<file path="src/rtl/pulse_sequencer_pkg.sv">
`default_nettype none
// ============================================================================
//  Module   : pulse_sequencer_pkg
//  Purpose  : Shared definitions for the pulse sequencer: FSM state encoding,
//             symbol field layout helpers and the address-width derivation.
//  Ports    : none (package)
//  Revision : 1.0 - initial release
// ============================================================================
package pulse_sequencer_pkg;

  // Sequencer states. Memory reads are asynchronous, so no load state exists.
  typedef enum logic [0:0] {
    ST_IDLE = 1'b0,
    ST_RUN  = 1'b1
  } state_e;

  // Symbol memory address width for a given number of entries.
  function automatic int addr_w(input int depth);
    return $clog2(depth);
  endfunction

  // A symbol is {level, duration}; the level sits just above the duration.
  function automatic int level_bit(input int duration_width);
    return duration_width;
  endfunction

endpackage
`default_nettype wire

</file>
<file path="src/rtl/pulse_sequencer_carrier.sv">
`default_nettype none
// ============================================================================
//  Module   : pulse_sequencer_carrier
//  Purpose  : 50%-duty carrier generator. While enabled, the output toggles
//             every half_period_i+1 clocks, starting low. Dropping the enable
//             returns it to phase zero.
//  Ports    : clk            - clock
//             rst_n_i        - synchronous active-low reset
//             en_i           - run enable; low clears the phase
//             half_period_i  - half period minus one, in clocks
//             carrier_o      - carrier output
//  Revision : 1.0 - initial release
// ============================================================================
module pulse_sequencer_carrier #(
  parameter int TIMER_WIDTH = 11
) (
  input  logic                   clk,
  input  logic                   rst_n_i,
  input  logic                   en_i,
  input  logic [TIMER_WIDTH-1:0] half_period_i,
  output logic                   carrier_o
);

  logic [TIMER_WIDTH-1:0] count_q;
  logic                   carrier_q;

  always_ff @(posedge clk) begin
    if (!rst_n_i || !en_i) begin
      count_q   <= '0;
      carrier_q <= 1'b0;
    end else if (count_q == half_period_i) begin
      count_q   <= '0;
      carrier_q <= ~carrier_q;
    end else begin
      count_q   <= count_q + 1'b1;
    end
  end

  assign carrier_o = carrier_q;

endmodule
`default_nettype wire

</file>
<file path="src/rtl/pulse_sequencer.sv">
`default_nettype none
// ============================================================================
//  Module   : pulse_sequencer
//  Purpose  : Plays a programmed list of {level, duration} symbols on a single
//             pin. Durations count prescaled ticks; marks may be modulated by
//             the carrier generator. The list can repeat loop_count extra times.
//  Ports    : clk, sys_rst           - clock, synchronous active-high reset
//             wr_en/wr_addr/wr_data  - symbol memory write (ignored while busy)
//             sym_count, loop_count  - list length and extra repetitions
//             prescale               - one tick every prescale+1 clocks
//             carrier_duration/_mod  - carrier half period-1, modulation enable
//             idle_level             - pin level while idle
//             start, stop            - single-cycle start / abort requests
//             busy, done             - in progress / natural completion pulse
//             pulse_out              - transmit pin
//  Revision : 1.0 - initial release
// ============================================================================
module pulse_sequencer
  import pulse_sequencer_pkg::*;
#(
  parameter  int TIMER_WIDTH    = 11,
  parameter  int DURATION_WIDTH = 8,
  parameter  int PRESCALE_WIDTH = 8,
  parameter  int DEPTH          = 8,
  localparam int ADDR_W         = addr_w(DEPTH)
) (
  input  logic                      clk,
  input  logic                      sys_rst,
  input  logic                      wr_en,
  input  logic [ADDR_W-1:0]         wr_addr,
  input  logic [DURATION_WIDTH:0]   wr_data,
  input  logic [ADDR_W:0]           sym_count,
  input  logic [7:0]                loop_count,
  input  logic [PRESCALE_WIDTH-1:0] prescale,
  input  logic [TIMER_WIDTH-1:0]    carrier_duration,
  input  logic                      carrier_mod,
  input  logic                      idle_level,
  input  logic                      start,
  input  logic                      stop,
  output logic                      busy,
  output logic                      done,
  output logic                      pulse_out
);

  localparam int LEVEL_BIT = level_bit(DURATION_WIDTH);

  logic [DURATION_WIDTH:0]   mem_q [DEPTH];

  state_e                    state_q;
  logic [ADDR_W-1:0]         idx_q;
  logic [7:0]                loops_left_q;
  logic [PRESCALE_WIDTH-1:0] tick_q;
  logic [DURATION_WIDTH-1:0] dur_q;
  logic [ADDR_W:0]           sym_count_q;
  logic [PRESCALE_WIDTH-1:0] prescale_q;
  logic [TIMER_WIDTH-1:0]    carrier_duration_q;
  logic                      carrier_mod_q;
  logic                      busy_q;
  logic                      done_q;

  logic                      mem_we;
  logic [ADDR_W-1:0]         idx_next;
  logic [ADDR_W:0]           sym_count_clamped;
  logic [DURATION_WIDTH-1:0] first_dur;
  logic                      last_sym;
  logic                      level;
  logic                      carrier_en;
  logic                      carrier_out;

  // Memory is frozen during playback.
  assign mem_we = wr_en && (state_q == ST_IDLE);

  always_ff @(posedge clk) begin
    if (mem_we) begin
      mem_q[wr_addr] <= wr_data;
    end
  end

  assign sym_count_clamped = (sym_count > (ADDR_W+1)'(DEPTH)) ? (ADDR_W+1)'(DEPTH) : sym_count;

  // A write to entry 0 in the start cycle must be seen by the first symbol,
  // so the initial duration bypasses the memory in that case.
  assign first_dur = (mem_we && (wr_addr == '0)) ? wr_data[DURATION_WIDTH-1:0]
                                                 : mem_q[0][DURATION_WIDTH-1:0];

  assign idx_next = idx_q + 1'b1;
  assign last_sym = ({1'b0, idx_q} == (sym_count_q - 1'b1));
  assign level    = mem_q[idx_q][LEVEL_BIT];

  always_ff @(posedge clk) begin
    if (sys_rst) begin
      state_q            <= ST_IDLE;
      idx_q              <= '0;
      loops_left_q       <= '0;
      tick_q             <= '0;
      dur_q              <= '0;
      sym_count_q        <= '0;
      prescale_q         <= '0;
      carrier_duration_q <= '0;
      carrier_mod_q      <= 1'b0;
      busy_q             <= 1'b0;
      done_q             <= 1'b0;
    end else begin
      done_q <= 1'b0;
      case (state_q)
        ST_IDLE: begin
          if (start && !stop) begin
            if (sym_count == '0) begin
              done_q <= 1'b1;
            end else begin
              sym_count_q        <= sym_count_clamped;
              prescale_q         <= prescale;
              carrier_duration_q <= carrier_duration;
              carrier_mod_q      <= carrier_mod;
              loops_left_q       <= loop_count;
              idx_q              <= '0;
              tick_q             <= prescale;
              dur_q              <= first_dur;
              state_q            <= ST_RUN;
              busy_q             <= 1'b1;
            end
          end
        end
        ST_RUN: begin
          if (stop) begin
            state_q <= ST_IDLE;
            busy_q  <= 1'b0;
          end else if (tick_q != '0) begin
            tick_q <= tick_q - 1'b1;
          end else begin
            tick_q <= prescale_q;
            if (dur_q != '0) begin
              dur_q <= dur_q - 1'b1;
            end else if (!last_sym) begin
              idx_q <= idx_next;
              dur_q <= mem_q[idx_next][DURATION_WIDTH-1:0];
            end else if (loops_left_q != '0) begin
              loops_left_q <= loops_left_q - 1'b1;
              idx_q        <= '0;
              dur_q        <= mem_q[0][DURATION_WIDTH-1:0];
            end else begin
              state_q <= ST_IDLE;
              busy_q  <= 1'b0;
              done_q  <= 1'b1;
            end
          end
        end
        default: begin
          state_q <= ST_IDLE;
          busy_q  <= 1'b0;
        end
      endcase
    end
  end

  // Enable stays high across back-to-back marks, keeping carrier phase continuous.
  assign carrier_en = (state_q == ST_RUN) && level && carrier_mod_q;

  pulse_sequencer_carrier #(
    .TIMER_WIDTH (TIMER_WIDTH)
  ) u_carrier (
    .clk           (clk),
    .rst_n_i       (~sys_rst),
    .en_i          (carrier_en),
    .half_period_i (carrier_duration_q),
    .carrier_o     (carrier_out)
  );

  assign pulse_out = (state_q == ST_RUN) ? (level & (~carrier_mod_q | carrier_out)) : idle_level;
  assign busy      = busy_q;
  assign done      = done_q;

endmodule
`default_nettype wire

</file>
<file path="config.mk">
export PLATFORM = sky130hd
export DESIGN_NAME = pulse_sequencer
export DESIGN_NICKNAME = d
export VERILOG_FILES = /design/src/rtl/pulse_sequencer_pkg.sv /design/src/rtl/pulse_sequencer_carrier.sv /design/src/rtl/pulse_sequencer.sv
export SDC_FILE = /design/constraint.sdc
export NUM_CORES = 1
export LEC_CHECK = 0
export CAP_MARGIN = 20
export CORE_MARGIN = 3
export CORE_UTILIZATION = 53
export DETAILED_ROUTE_END_ITERATION = 7
export GPL_TIMING_DRIVEN = 0
export PLACE_DENSITY_LB_ADDON = 0.2
export SYNTH_ARGS = -nofsm -noshare
export SYNTH_HDL_FRONTEND = slang
export SYNTH_SLANG_ARGS = --single-unit
</file>
<file path="constraint.sdc">
create_clock -name clk -period 3.6 [get_ports clk]
set_input_delay 0.72 -clock clk [delete_from_list [all_inputs] [get_ports clk]]
set_output_delay 0.72 -clock clk [all_outputs]
set_load 0.01 [all_outputs]
</file>
==> results of run 1 <==
registers in the layout, indices dropped and copies added, names as in the netlist, 4 cells and up, named ones only:
signal	count
carrier_duration_q	11
loops_left_q	8
mem_q	72
prescale_q	8
sym_count_q	4
dur_q	8
tick_q	8
u_carrier.count_q	11
cell type report:
type / instances / area (µm²) / area share (%)
flip-flops and latches: 141 / 3540 / 44.3
multi-input cells: 406 / 2880 / 36.1
repair buffers: 55 / 547 / 6.84
clock buffers: 23 / 520 / 6.51
well taps: 168 / 210 / 2.63
plain buffers: 27 / 145 / 1.82
clock inverters: 9 / 80.1 / 1.00
inverters: 16 / 60.1 / 0.752
worst max-delay path, cell delays in order:
cell and delay (ns):
clkdlybuf4s50_1 0.47, o41ai_1 0.74, nor3_2 0.20, a21oi_1 0.36, clkbuf_1 0.45, nor2_1 0.12, a32oi_1 0.18, a21oi_1 0.09
routing by layer:
metal / track usage, % / part of all wire, % / up-vias
met5: 0 / 0 / -
met4: 7.77 / 1.5 / 0
met3: 5.00 / 5.8 / 24
met2: 37.0 / 48 / 171
met1: 32.3 / 45 / 2450
li1: - / - / 2373
power by group through the flow:
stage / sequential (mW) / clock, mW / combinational (mW)
3_5_place_dp: 1.81 / 0 / 0.453
4_1_cts: 1.78 / 1.76 / 0.455
6_report: 1.78 / 1.75 / 0.460
3_3_place_gp: 1.81 / 0 / 0.440
2_1_floorplan: 1.80 / 0 / 0.297
5_1_grt: 1.78 / 1.84 / 0.505
placed cells by master, fill, tap and decap left out, types with 6 or more instances in the layout:
cell type and instances:
clkbuf_1 16, nor2_1 47, mux2i_1 10, clkbuf_8 6, edfxtp_1 72, mux4_2 18
clkdlybuf4s50_1 52, or3_1 8, a31oi_1 9, xnor2_1 22, inv_1 14, o21ai_0 17
clkbuf_16 19, mux2_2 14, dfxtp_1 69, nor3_1 13, nand2b_1 9, nand3_1 14
xor2_1 7, a21oi_1 56, a211oi_1 14, ha_1 9, nand2_1 61
worst max-delay path by stage:
| stage | from | end | slack, ns | depth (start not counted) |
|---|---|---|---|---|
| global route | sym_count[3] | loops_left_q[0]$_SDFFE_PP0P_ | 0.39 | 8 |
| detailed placement | sym_count[3] | loops_left_q[0]$_SDFFE_PP0P_ | 0.22 | 8 |
| finish | sym_count[3] | loops_left_q[0]$_SDFFE_PP0P_ | 0.56 | 8 |
| floorplan | wr_addr[1] | dur_q[4]$_SDFFE_PP0P_ | 1.10 | 6 |
| global placement | wr_en | dur_q[3]$_SDFFE_PP0P_ | 0.13 | 7 |
| CTS | flop | pulse_out | 0.57 | 5 |
logic make-up after synthesis:
kind of cell,after synthesis,share of synthesized area (%)
AO/OA/AOI/OAI,134,12.9
XOR/XNOR,29,3.83
AND/OR/NAND/NOR,192,15.0
adder cells (fa/ha/maj),9,1.70
multiplexers,42,10.0
flip-flops,141,53.4
buffers and inverters,44,3.15
stage by stage:
stage	hold slack (ns)	utilization, %	std cells
global placement	0.446	60.8	811
finish	0.462	66.0	845
global route	0.485	66.0	845
detailed placement	0.454	60.9	812
floorplan	0.433	-	591
CTS	0.463	65.8	843
==> reports/summary.log, run 1 <==
[finish] number of antenna repair diodes 0
[clocking] Post CTS Setup Buffer Count 0
[sta] final setup slack of the worst path 0.555 ns
[setup_path] arrival time at the worst endpoint 3.33 ns
[die] Die Y 118 µm
[setup_path] Setup CP Type in2reg
[sta] post-route setup TNS 0 ns
[die] area of the die 0.0139 mm²
[clocking] TritonCTS sink count 141
[setup_path] largest fanout of any net on the critical path 10
[logic_synthesis] top cells by area, synth edfxtp_1 (33%), dfxtp_1 (21%), mux4_2 (6.1%)
[finish] Filler Cells Inserted 987
[logic_synthesis] number of library cell types mapped by synthesis 69
[global_routing] largest net degree at the start of global routing 20
[power_and_ir_drop] net switching power of the design 0.964 mW
[placement] buffers added on ports 52
[power_and_ir_drop] overall power consumption 3.99 mW
[detailed_routing] DRC violations left 0
[logic_synthesis] net count of the mapped netlist 650
[die] standard cell core area 0.0121 mm²
[power_and_ir_drop] maximum resistive drop on vdd 0.323 mV
[outcome] run status complete, no violations
[hold_path] sink of the worst hold path prescale_q[4]$_SDFFE_PP0P_
[placement] global placer's final weighted congestion 0.891
[detailed_routing] number of vias in the routed layout 5018
[setup_path] Reg2Reg Launch Point idx_q[0]$_SDFFE_PP0P_
[clocking] Max H-tree Level 4
[logic_synthesis] most common cell in the synthesized netlist edfxtp_1
[detailed_routing] routed wire length 15800 µm
[setup_path] Worst R2R Path Depth 8
[logic_synthesis] fraction of the yosys area taken by sequential cells 53.4%
[hold_path] Worst Min Path Start prescale_q[4]$_SDFFE_PP0P_
[clocking] number of buffers inserted during clock tree synthesis 17
[logic_synthesis] Post-Synthesis Cells 591
[logic_synthesis] Yosys top cell by area edfxtp_1
[setup_path] Crit. End Element flop
[sta] transition time at the pin with the least slew margin 1.06 ns
[power_and_ir_drop] Pleak 2.67 nW
[finish] Layout Nets 723
[detailed_routing] remaining antenna violation count 0
[detailed_routing] number of DRC violations after detailed-routing iteration 0 428
[logic_synthesis] synth warn 0
[placement] pre-CTS worst setup slack 0.215 ns
[power_and_ir_drop] Internal Pwr Total 3.03 mW
[logic_synthesis] fraction of synthesized cell area taken by the top area cell type 32.6%
[sta] shortest clock period the worst path allows after layout 3.04 ns
[finish] area added between synthesis and finish 20.5%
[setup_path] critical path required time 3.88 ns
[placement] detailed-placement wirelength estimate 11000 µm
[power_and_ir_drop] part of the power in registers 44.6%
[global_routing] total congestion overflow 0
[sta] final worst clock skew 0.00710 ns
[placement] post-placement cell area 0.00738 mm²
[logic_synthesis] most instantiated cells after synthesis edfxtp_1 (72), dfxtp_1 (69), nand2_1 (61)
[global_routing] vias in the first global route 4927
[clocking] clock tree from TritonCTS built
[logic_synthesis] number of enable-type register cells in the synthesized netlist 72
[die] count of pins on the block boundary 53
[setup_path] minimum setup slack among reg-to-reg paths 0.62 ns
[clocking] maximum clock insertion buffer count 2
[power_and_ir_drop] P per Cell Area 500 mW/mm²
[flow_run] max capacitance violation total 0
[die] initial cell density of the core 54.8%
[die] number of core rows 40
[logic_synthesis] fraction of synthesis flops using an asynchronous set or reset pin 0%
[power_and_ir_drop] proportion of power drawn by the clock network 43.9%
[sta] maximum frequency from static timing analysis 328 MHz
[finish] Non-Filler Cell Area, Final 0.00799 mm²
[sta] Slew Limit Headroom 29.2%
[hold_path] min-delay worst type reg2reg
[detailed_routing] Via-to-Cell Ratio 5.94
[die] die span in x 118 µm
[clocking] library cell used as clock root buffer clkbuf_16
[power_and_ir_drop] combinational share of power 11.5%
[sta] final hold violation count 0
[clocking] cts hold-fix bufs 0
[setup_path] startpoint types input port
[detailed_routing] DR pass1 iterations 5
[logic_synthesis] per-instance average area after synthesis 11.2 µm²
[logic_synthesis] netlist area before placement 0.00663 mm²
[hold_path] Hold Path Cell Cnt 2
[sta] final clock period utilization by the worst path 84.6%
[finish] proportion of layout cells with a drive suffix above 1 14.8%
[global_routing] total global routing track utilization 23.4%
[global_routing] antenna violations before repair 0
[logic_synthesis] Main synth FF type edfxtp_1
[sta] number of setup violations in the final report 0
[clocking] register clock-pin slew on the reported worst setup and hold paths 0.06 ns
[logic_synthesis] count of state elements after synthesis 141
[clocking] later-pin clock latency in the skew report 0.42 ns
[detailed_routing] Routed WL per cell 18.7 µm
[power_and_ir_drop] switching share of power 24.2%
[global_routing] wire length of the first global-routing pass 25600 µm
[sta] unrepaired setup endpoints after global routing no
[setup_path] Worst R2R End dur_q[5]$_SDFFE_PP0P_
[clocking] cts repair resizes 0
[sta] max-slew violation count 0
(Power assumes the default switching activity.)
==> inputs of run 2 (changes only) <==
- clock period: 3.6 -> 3 ns (I/O delays scaled with it)
==> reports/summary.log, run 2 (synthesized netlist as in run 1, its figures left out) <==
[outcome] run status complete, no violations
[detailed_routing] number of DRC violations after detailed-routing iteration 0 422
[setup_path] largest fanout of any net on the critical path 2
[clocking] Max H-tree Level 4
[detailed_routing] DRC violations left 0
[finish] Largest register FFs 72
[hold_path] Hold Path Cell Cnt 2
[finish] Non-Filler Cell Area, Final 0.00800 mm²
[power_and_ir_drop] P per Cell Area 600 mW/mm²
[die] initial cell density of the core 54.8%
[detailed_routing] remaining antenna violation count 0
[die] standard cell core area 0.0121 mm²
[finish] Layout Nets 722
[detailed_routing] Top Layer Used met4
[setup_path] arrival time at the worst endpoint 2.24 ns
[detailed_routing] Met1 Routed Length 7030 µm
[global_routing] largest net degree at the start of global routing 20
[finish] largest registers in the final layout mem_q (72), carrier_duration_q (11), u_carrier.count_q (11)
[finish] number of antenna repair diodes 0
[finish] Filler Cells Inserted 986
[sta] transition time at the pin with the least slew margin 1.05 ns
[clocking] maximum clock insertion buffer count 2
[setup_path] series of cell instances along the critical path mux4_2 > mux2_2 > nand3_1 > o21ai_0 > clkdlybuf4s50_1
[sta] unrepaired setup endpoints after global routing no
[sta] max-slew violation count 0
[setup_path] Worst R2R End mem_q[3][0]$_DFFE_PP_
[placement] global placer's final weighted congestion 0.891
[global_routing] antenna violations before repair 0
[placement] post-placement cell area 0.00738 mm²
[finish] proportion of layout cells with a drive suffix above 1 15.1%
[sta] final clock period utilization by the worst path 94.8%
[global_routing] total global routing track utilization 23.4%
[setup_path] Critical-path top delay cell mux4_2
[setup_path] crit-path leading delay family multiplexers
[detailed_routing] Via-to-Cell Ratio 5.93
[clocking] register clock-pin slew on the reported worst setup and hold paths 0.06 ns
[sta] final worst clock skew 0.00856 ns
[clocking] library cell used as clock root buffer clkbuf_16
[finish] highest-count cells in the layout ignoring fill and taps edfxtp_1 (72), dfxtp_1 (69), nand2_1 (61)
[clocking] number of buffers inserted during clock tree synthesis 17
[detailed_routing] number of vias in the routed layout 5005
[sta] Slew Limit Headroom 29.7%
[sta] maximum frequency from static timing analysis 352 MHz
[clocking] clock tree from TritonCTS built
[setup_path] Setup CP Type reg2out
[clocking] TritonCTS sink count 141
[clocking] Post CTS Setup Buffer Count 0
[die] number of core rows 40
[global_routing] wire length of the first global-routing pass 25600 µm
[detailed_routing] met2 wire length 7500 µm
[finish] register with the highest flop count mem_q
[finish] Finished Core Util 66.0%
[detailed_routing] routed wire length 15700 µm
[hold_path] Worst Min Path Start prescale_q[2]$_SDFFE_PP0P_
[setup_path] Reg2Reg Launch Point state_q$_SDFF_PP0_
[setup_path] critical path required time 2.40 ns
[global_routing] vias in the first global route 4927
[setup_path] Worst R2R Path Depth 5
[sta] final hold violation count 0
[detailed_routing] Routed WL per cell 18.6 µm
[sta] number of setup violations in the final report 0
[placement] detailed-placement wirelength estimate 11000 µm
[finish] most common cell after layout, fill and taps aside edfxtp_1
[power_and_ir_drop] maximum resistive drop on vdd 0.387 mV
[setup_path] total buffers and inverters traversed by the critical path 1
[die] count of pins on the block boundary 53
[finish] area added between synthesis and finish 20.6%
[power_and_ir_drop] Pleak 2.68 nW
[die] die span in x 118 µm
[clocking] later-pin clock latency in the skew report 0.43 ns
[die] area of the die 0.0139 mm²
[detailed_routing] Detail Route met3 WL 925 µm
[setup_path] Crit. End Element primary output
[hold_path] min-delay worst type reg2reg
[flow_run] max capacitance violation total 0
[die] Die Y 118 µm
[sta] shortest clock period the worst path allows after layout 2.84 ns
[placement] buffers added on ports 52
[detailed_routing] DR pass1 iterations 5
[setup_path] longest individual stage delay on the worst path 0.51 ns
[hold_path] sink of the worst hold path prescale_q[2]$_SDFFE_PP0P_
[global_routing] total congestion overflow 0
[setup_path] startpoint types flop
[setup_path] minimum setup slack among reg-to-reg paths 0.22 ns
[run 2: layout make-up]
| cell class | instances | area [µm²] | area share, % |
|---|---|---|---|
| flip-flops and latches | 141 | 3540 | 44.3 |
| multi-input cells | 406 | 2890 | 36.2 |
| repair buffers | 55 | 547 | 6.84 |
| clock buffers | 23 | 520 | 6.51 |
| well taps | 168 | 210 | 2.63 |
| plain buffers | 26 | 143 | 1.78 |
| clock inverters | 9 | 80.1 | 1.00 |
| inverters | 16 | 60.1 | 0.751 |
[run 2: worst max-delay path by stage]
stage                                               to  slack, ns  cells after the start
after global placement           dur_q[3]$_SDFFE_PP0P_      -0.35                      7
after global routing             mem_q[6][4]$_DFFE_PP_       0.03                      5
after CTS                                    pulse_out       0.09                      5
after detailed placement  loops_left_q[0]$_SDFFE_PP0P_      -0.26                      8
after floorplan                  dur_q[2]$_SDFFE_PP0P_       0.56                      8
final                                        pulse_out       0.16                      5
[run 2: what timing repair did]
item,4_1_cts,5_1_grt
gates resized for setup,1,1
endpoints found under the setup margin,3,14
pin swaps,0,0
hold buffers,0,0
[run 2: report_power, final]
group          internal, mW  switching (mW)  total [mW]
clock                  1.30           0.805        2.11
sequential             2.09          0.0487        2.14
combinational         0.245           0.307       0.552
total                  3.63            1.16        4.79
[run 2: per-layer routing]
| layer | up-vias | global-route usage (%) |
|---|---|---|
| li1 | 2362 | - |
| met1 | 2438 | 32.3 |
| met2 | 181 | 37.0 |
| met3 | 24 | 5.00 |
| met4 | 0 | 7.77 |
| met5 | - | 0 |
[run 2: stage by stage]
stage / setup WS (ns) / hold slack [ns] / power [mW] / setup TNS [ns] / std cells
3_5_place_dp: -0.265 / 0.454 / 2.72 / -4.66 / 812
3_3_place_gp: -0.349 / 0.446 / 2.70 / -6.32 / 811
2_1_floorplan: 0.564 / 0.433 / 2.52 / 0 / 591
5_1_grt: 0.0310 / 0.485 / 4.95 / 0 / 844
6_report: 0.157 / 0.461 / 4.79 / 0 / 844
4_1_cts: 0.0930 / 0.463 / 4.80 / 0 / 843
[run 2: worst register-to-register path, stage by stage (launching register included)]
cell      delay [ns]
dfxtp_1         0.31
clkbuf_8        0.23
inv_2           0.23
clkbuf_1        0.48
nand3_1         0.28
nor2_1          0.87
